## src/rtl/neopix_pkg.sv

```systemverilog
// Shared state encoding, timing defaults and widths for the WS2812 frame reader.
package neopix_pkg;

  typedef enum logic [1:0] {
    IDLE  = 2'd0,
    FETCH = 2'd1,
    SHIFT = 2'd2,
    LATCH = 2'd3
  } state_t;

  localparam int DEF_T_BIT   = 62;
  localparam int DEF_T0H     = 20;
  localparam int DEF_T1H     = 40;
  localparam int DEF_T_LATCH = 3000;
  localparam int PIX_W       = 24;
  localparam int ADDR_W      = 9;
  localparam int CNT_W       = 10;

  function automatic logic [CNT_W-1:0] clamp_count(input logic [CNT_W-1:0] req,
                                                   input logic [CNT_W-1:0] lim);
    return (req > lim) ? lim : req;
  endfunction

endpackage

```

## src/rtl/neopix_bit_encoder.sv

```systemverilog
// Single WS2812 bit waveform: a go pulse starts a T_BIT-cycle bit whose high
// phase lasts T0H or T1H cycles; bit_done marks the last cycle of the bit.
module neopix_bit_encoder
  import neopix_pkg::*;
#(
  parameter int T_BIT = DEF_T_BIT,
  parameter int T0H   = DEF_T0H,
  parameter int T1H   = DEF_T1H
) (
  input  logic clock,
  input  logic reset_n,
  input  logic go,
  input  logic bit_val,
  output logic dout,
  output logic bit_done
);

  localparam int CW = (T_BIT > 1) ? $clog2(T_BIT) : 1;
  localparam logic [CW-1:0] LAST = CW'(T_BIT - 1);
  localparam logic [CW-1:0] HI0  = CW'(T0H);
  localparam logic [CW-1:0] HI1  = CW'(T1H);

  logic          active;
  logic          bit_q;
  logic [CW-1:0] cnt;
  logic [CW-1:0] cnt_nxt;

  assign bit_done = active && (cnt == LAST);
  assign cnt_nxt  = cnt + 1'b1;

  // go on the last cycle of a bit restarts immediately, giving gapless bits
  always_ff @(posedge clock or negedge reset_n) begin
    if (!reset_n) begin
      active <= 1'b0;
      bit_q  <= 1'b0;
      cnt    <= '0;
      dout   <= 1'b0;
    end else if (go) begin
      active <= 1'b1;
      bit_q  <= bit_val;
      cnt    <= '0;
      dout   <= 1'b1;
    end else if (bit_done) begin
      active <= 1'b0;
      cnt    <= '0;
      dout   <= 1'b0;
    end else if (active) begin
      cnt    <= cnt_nxt;
      dout   <= cnt_nxt < (bit_q ? HI1 : HI0);
    end
  end

endmodule

```

## src/rtl/neopix_frame_reader.sv

```systemverilog
// Streams a frame of 24-bit GRB pixels from a 2-cycle-latency buffer to a
// WS2812 chain, prefetching the next pixel while the current one shifts out.
module neopix_frame_reader
  import neopix_pkg::*;
#(
  parameter int NUM_WORDS = 512,
  parameter int T_BIT     = DEF_T_BIT,
  parameter int T0H       = DEF_T0H,
  parameter int T1H       = DEF_T1H,
  parameter int T_LATCH   = DEF_T_LATCH
) (
  input  logic              clock,
  input  logic              reset_n,
  input  logic              start,
  input  logic [CNT_W-1:0]  pixel_count,
  output logic [ADDR_W-1:0] rdaddress,
  input  logic [31:0]       rd_data,
  output logic              busy,
  output logic              done,
  output logic              dout
);

  localparam int LW = (T_LATCH > 1) ? $clog2(T_LATCH) : 1;
  localparam logic [LW-1:0]    LAT_LAST = LW'(T_LATCH - 1);
  localparam logic [CNT_W-1:0] MAX_PIX  = CNT_W'(NUM_WORDS);
  localparam logic [4:0]       TOP_BIT  = 5'(PIX_W - 1);

  state_t             state;
  state_t             state_nxt;
  logic [CNT_W-1:0]   req_count;
  logic [CNT_W-1:0]   pix_left;
  logic [4:0]         bit_idx;
  logic [PIX_W-1:0]   sr;
  logic [PIX_W-1:0]   pf;
  logic [2:0]         pf_req;
  logic [LW-1:0]      lat_cnt;
  logic               lat_hold;
  logic               go;
  logic               go_bit;
  logic               shift_bit;
  logic               load_pix;
  logic               bit_done;
  logic               unused_rd;

  assign unused_rd = &{1'b0, rd_data[31:PIX_W]};
  assign req_count = clamp_count(pixel_count, MAX_PIX);

  always_ff @(posedge clock or negedge reset_n) begin
    if (!reset_n) state <= IDLE;
    else          state <= state_nxt;
  end

  always_comb begin
    state_nxt = state;
    go        = 1'b0;
    go_bit    = 1'b0;
    shift_bit = 1'b0;
    load_pix  = 1'b0;
    case (state)
      IDLE: begin
        if (start) state_nxt = (req_count == '0) ? LATCH : FETCH;
      end
      FETCH: begin
        if (pf_req[2]) begin
          state_nxt = SHIFT;
          go        = 1'b1;
          go_bit    = rd_data[PIX_W-1];
        end
      end
      SHIFT: begin
        if (bit_done) begin
          if (bit_idx != '0) begin
            shift_bit = 1'b1;
            go        = 1'b1;
            go_bit    = sr[PIX_W-2];
          end else if (pix_left != CNT_W'(1)) begin
            load_pix  = 1'b1;
            go        = 1'b1;
            go_bit    = pf[PIX_W-1];
          end else begin
            state_nxt = LATCH;
          end
        end
      end
      LATCH: begin
        if (!lat_hold && (lat_cnt == LAT_LAST)) state_nxt = IDLE;
      end
      default: state_nxt = IDLE;
    endcase
  end

  // pf_req tracks the 3-edge read latency from each address update
  always_ff @(posedge clock or negedge reset_n) begin
    if (!reset_n) begin
      rdaddress <= '0;
      busy      <= 1'b0;
      done      <= 1'b0;
      pix_left  <= '0;
      bit_idx   <= '0;
      sr        <= '0;
      pf        <= '0;
      pf_req    <= '0;
      lat_cnt   <= '0;
      lat_hold  <= 1'b0;
    end else begin
      done   <= 1'b0;
      pf_req <= {pf_req[1:0], 1'b0};
      if (pf_req[2] && (state != FETCH)) pf <= rd_data[PIX_W-1:0];
      case (state)
        IDLE: begin
          if (start) begin
            pix_left  <= req_count;
            rdaddress <= '0;
            busy      <= 1'b1;
            lat_cnt   <= '0;
            lat_hold  <= (req_count == '0);
            pf_req    <= {2'b00, (req_count != '0)};
          end
        end
        FETCH: begin
          if (pf_req[2]) begin
            sr        <= rd_data[PIX_W-1:0];
            bit_idx   <= TOP_BIT;
            rdaddress <= rdaddress + 1'b1;
            pf_req    <= 3'b001;
          end
        end
        SHIFT: begin
          if (shift_bit) begin
            sr      <= sr << 1;
            bit_idx <= bit_idx - 1'b1;
          end else if (load_pix) begin
            sr        <= pf;
            bit_idx   <= TOP_BIT;
            pix_left  <= pix_left - 1'b1;
            rdaddress <= rdaddress + 1'b1;
            pf_req    <= 3'b001;
          end
        end
        LATCH: begin
          // an empty frame spends its acceptance cycle here before counting
          if (lat_hold) begin
            lat_hold <= 1'b0;
          end else if (lat_cnt == LAT_LAST) begin
            done <= 1'b1;
            busy <= 1'b0;
          end else begin
            lat_cnt <= lat_cnt + 1'b1;
          end
        end
        default: ;
      endcase
    end
  end

  neopix_bit_encoder #(
    .T_BIT (T_BIT),
    .T0H   (T0H),
    .T1H   (T1H)
  ) u_enc (
    .clock    (clock),
    .reset_n  (reset_n),
    .go       (go),
    .bit_val  (go_bit),
    .dout     (dout),
    .bit_done (bit_done)
  );

endmodule

```

## config.mk

```make
export PLATFORM = sky130hd
export DESIGN_NAME = neopix_frame_reader
export DESIGN_NICKNAME = d
export VERILOG_FILES = /design/src/rtl/neopix_pkg.sv /design/src/rtl/neopix_bit_encoder.sv /design/src/rtl/neopix_frame_reader.sv
export SDC_FILE = /design/constraint.sdc
export NUM_CORES = 1
export LEC_CHECK = 0
export ABC_AREA = 0
export BUFFER_PORTS_ARGS = -buffer_cell sky130_fd_sc_hd__buf_2
export CORE_ASPECT_RATIO = 0.6
export CORE_MARGIN = 3
export CORE_UTILIZATION = 55
export CTS_CLUSTER_DIAMETER = 100
export DETAILED_ROUTE_END_ITERATION = 10
export PLACE_DENSITY_LB_ADDON = 0.1
export RECOVER_POWER = 50
export SYNTH_ARGS = -nofsm -noshare
export SYNTH_HDL_FRONTEND = slang
export SYNTH_SLANG_ARGS = --single-unit
```

## constraint.sdc

```tcl
create_clock -name clock -period 2.8 [get_ports clock]
set_clock_uncertainty 0.2 [all_clocks]
set_input_delay 0.28 -clock clock [delete_from_list [all_inputs] [get_ports clock]]
set_output_delay 0.28 -clock clock [all_outputs]
set_load 0.01 [all_outputs]
```

==> metrics.csv <==
metric,value,unit
synthesized area,5390,um2
Post-synth EDFFs,0,
RR Startpoint,pix_left[4],
critical-path cell list,or4_1 -> or3_4 -> a21oi_2 -> nand2b_4 -> mux2_4,
TritonCTS Buffers,9,
Tcrit/Tclk final,95.0,%
number of global-route vias before repair,4034,
Yosys Warn Count,0,
Starting Density,57.6,%
Synth async-reset ratio,100,%
CP top delay family,simple AND/OR/NAND/NOR gates,
largest net degree at the start of global routing,58,
Post-Syn Instances,538,
Global Route Usage Sum,22.9,%
syn_nets,598,
post-layout power,0.00596,W
DRC,0,
CP Launch Point,pix_left[4],
first-pass GRT wire length,20.0,mm
status,completed,
Vias,4417,
HP Class,primary input to flip-flop,
DR iter-0 viols,338,
Die Area,11100,um2
Area Growth Syn to Fin,17.0,%
I/O Buffers,48,
post-synthesis cell type count,52,
Critical Path Fanout Max,10,
Max stage delay on crit path,0.64,ns
Worst Path Buf+Inv,0,
Post-CTS Setup Inserts,0,
Static Leak,2.85,nW
ys flop type,dfrtp_1,
die height,82.7,um
CP Data Required Time,2.84,ns
final net count,670,
clock latency at the later pin of the worst-skew pair,0.35,ns
crit path kind,flip-flop to flip-flop,
worst hold path startpoint,rd_data[23],
H-tree depth,3,
routability cong.,0.887,
slew margin rel.,5.56,%
Detailed Routing Iterations Pass 1,5,
GRT overflow,0,
Sink Count,100,
Worst-path clk slew,0.07,ns
Worst Tran Pin Value,1.42,ns
Critical Path Source Type,flip-flop,
DR WL/cell,16.3,um
setup_tns,0,ns
Crit. End Element,flip-flop,
Final Setup Violations,0,
PD cells,944,nW/um2
minimum clock period,2.66,ns
share of cells above drive strength 1,16.9,%
HPWL after detailed placement,8.21,mm
ANT nets after route,0,
Die X,134,um
max cap viols,0,
sequential-to-total area share from yosys stat,46.4,%
CTS max path bufs,2,
Final Slew Violations,0,
VDD IR max,0.532,mV
FP Rows,27,
# diodes,0,
Final Hold Viols,0,
core area,9360,um2
# IOs,57,
antenna violations before repair,0,
"Arr. time, crit path",2.69,ns
syn_area_per_cell,10.0,um2
WL final,12.2,mm
vias per std cell,5.93,
CP max-delay cell,or4_1,
CTS tree,built,
#FFs+latches synth,100,
fmax,376,MHz
Root Driver,clkbuf_16,
-- routing by layer --
layer	vias to the layer above	global-route usage, %	share of wire [%]
li1	2112	-	-
met1	2147	35.1	51
met2	146	32.7	42
met3	12	5.51	6.3
met4	0	5.03	0.70
met5	-	0	0
-- synthesized netlist by cell type (6+ instances only) --
cell type / instances / area share (%)
and3_1: 10 / 1.2
a21oi_1: 17 / 1.6
a21o_1: 23 / 3.2
nand2_1: 37 / 2.6
a211oi_1: 22 / 3.1
ha_1: 15 / 3.5
nor3_1: 11 / 1.0
o211ai_1: 6 / 0.84
mux2i_1: 26 / 4.8
xor2_1: 6 / 0.97
inv_1: 13 / 0.90
nand3_1: 21 / 1.9
clkbuf_1: 15 / 1.0
o21ai_0: 30 / 2.8
dfrtp_1: 100 / 46
nor4_1: 9 / 1.0
nand4_1: 9 / 1.0
nor2_1: 50 / 3.5
mux2_2: 24 / 5.0
o22ai_1: 8 / 0.93
nand2b_1: 12 / 1.4
-- final timing paths --
path | endpoint | slack (ns) | cells after the start
worst max-delay path | pix_left[1] | 0.14 | 5
worst min-delay path | pf[23] | 0.007 | 2
worst max register to register | pix_left[1] | 0.14 | 5
worst min register to register | pf_req[2] | 0.27 | 1
max in group asynchronous | lat_cnt[6] | 0.55 | 3
min in group asynchronous | done | 0.58 | 2
-- per-stage QoR --
stage	setup WS [ns]	util [%]	hold slack (ns)	cell area [um2]	std cells
2_1_floorplan	0.292	-	-0.216	5390	538
3_3_place_gp	0.202	62.0	0.192	5800	705
3_5_place_dp	0.0863	62.0	0.195	5800	705
4_1_cts	0.0536	67.6	0.00264	6320	745
5_1_grt	-0.0279	67.4	0.00433	6310	745
6_report	0.141	67.4	0.00702	6310	745
-- layout make-up --
class,instances,area (um2)
repair buffers,88,602
multi-input cells,398,2710
clock buffers,9,225
clock inverters,7,56.3
inverters,13,48.8
fillers,762,3050
well taps,130,163
flip-flops and latches,100,2500
-- worst reg2reg max path, delay by kind of cell (launching register included) --
kind            cells  cell delay [ns]
mux                 1             0.32
simple gates        3             1.35
compound gates      1             0.23
flops               1             0.46
-- flip-flops by register name, summed over array words and instances (netlist names) --
name          cells
u_enc.dout        1
state             2
sr               23
bit_idx           5
lat_cnt          12
done              1
pf_req            3
rdaddress         9
lat_hold          1
pix_left         10
u_enc.cnt         6
u_enc.bit_q       1
u_enc.active      1
pf               24
busy              1
-- power breakdown --
part           internal [W]  switching (W)  leakage (nW)
sequential          0.00202       0.000445          1.25
clock              0.000617       0.000576         0.142
combinational       0.00101        0.00129          1.45
total               0.00365        0.00231          2.85
-- cells by family (layout without fill, tap and decap cells) --
logic type | Yosys count | count (layout) | share of synthesized area (%)
buffers and inverters | 40 | 117 | 3.80
and+or+nand+nor | 191 | 191 | 18.3
DFF | 100 | 100 | 46.4
xor gates and xnor gates | 11 | 11 | 1.79
AOI/OAI and AO/OA | 130 | 130 | 16.1
muxes | 51 | 51 | 10.1
adders and majority gates | 15 | 15 | 3.48
-- repair_timing --
action | in CTS | in global routing
hold buffers | 24 | 0
setup endpoints to repair | 0 | 23
hold endpoints to repair | 77 | 0
gates resized for setup | 0 | 4
-- cell usage in the layout, fill, tap and decap left out, types with 5 or more instances in the layout --
| cell type | instances |
|---|---|
| a21oi_1 | 17 |
| nand4_1 | 9 |
| mux2i_1 | 26 |
| a211oi_1 | 22 |
| inv_1 | 13 |
| dlygate4sd3_1 | 24 |
| nand2b_1 | 12 |
| dfrtp_1 | 100 |
| nor3_1 | 11 |
| a22o_1 | 5 |
| mux2_2 | 24 |
| clkbuf_16 | 9 |
| nand2_1 | 37 |
| ha_1 | 14 |
| clkbuf_1 | 13 |
| a31oi_1 | 5 |
| o211ai_1 | 6 |
| o21ai_0 | 30 |
| nor4_1 | 9 |
| xor2_1 | 6 |
| nor2_1 | 50 |
| a21o_1 | 23 |
| nand3_1 | 20 |
| buf_2 | 35 |
| o22ai_1 | 8 |
| xnor2_1 | 5 |
| and3_1 | 10 |
| buf_4 | 11 |
No activity file was read; power rests on OpenSTA's default activity.
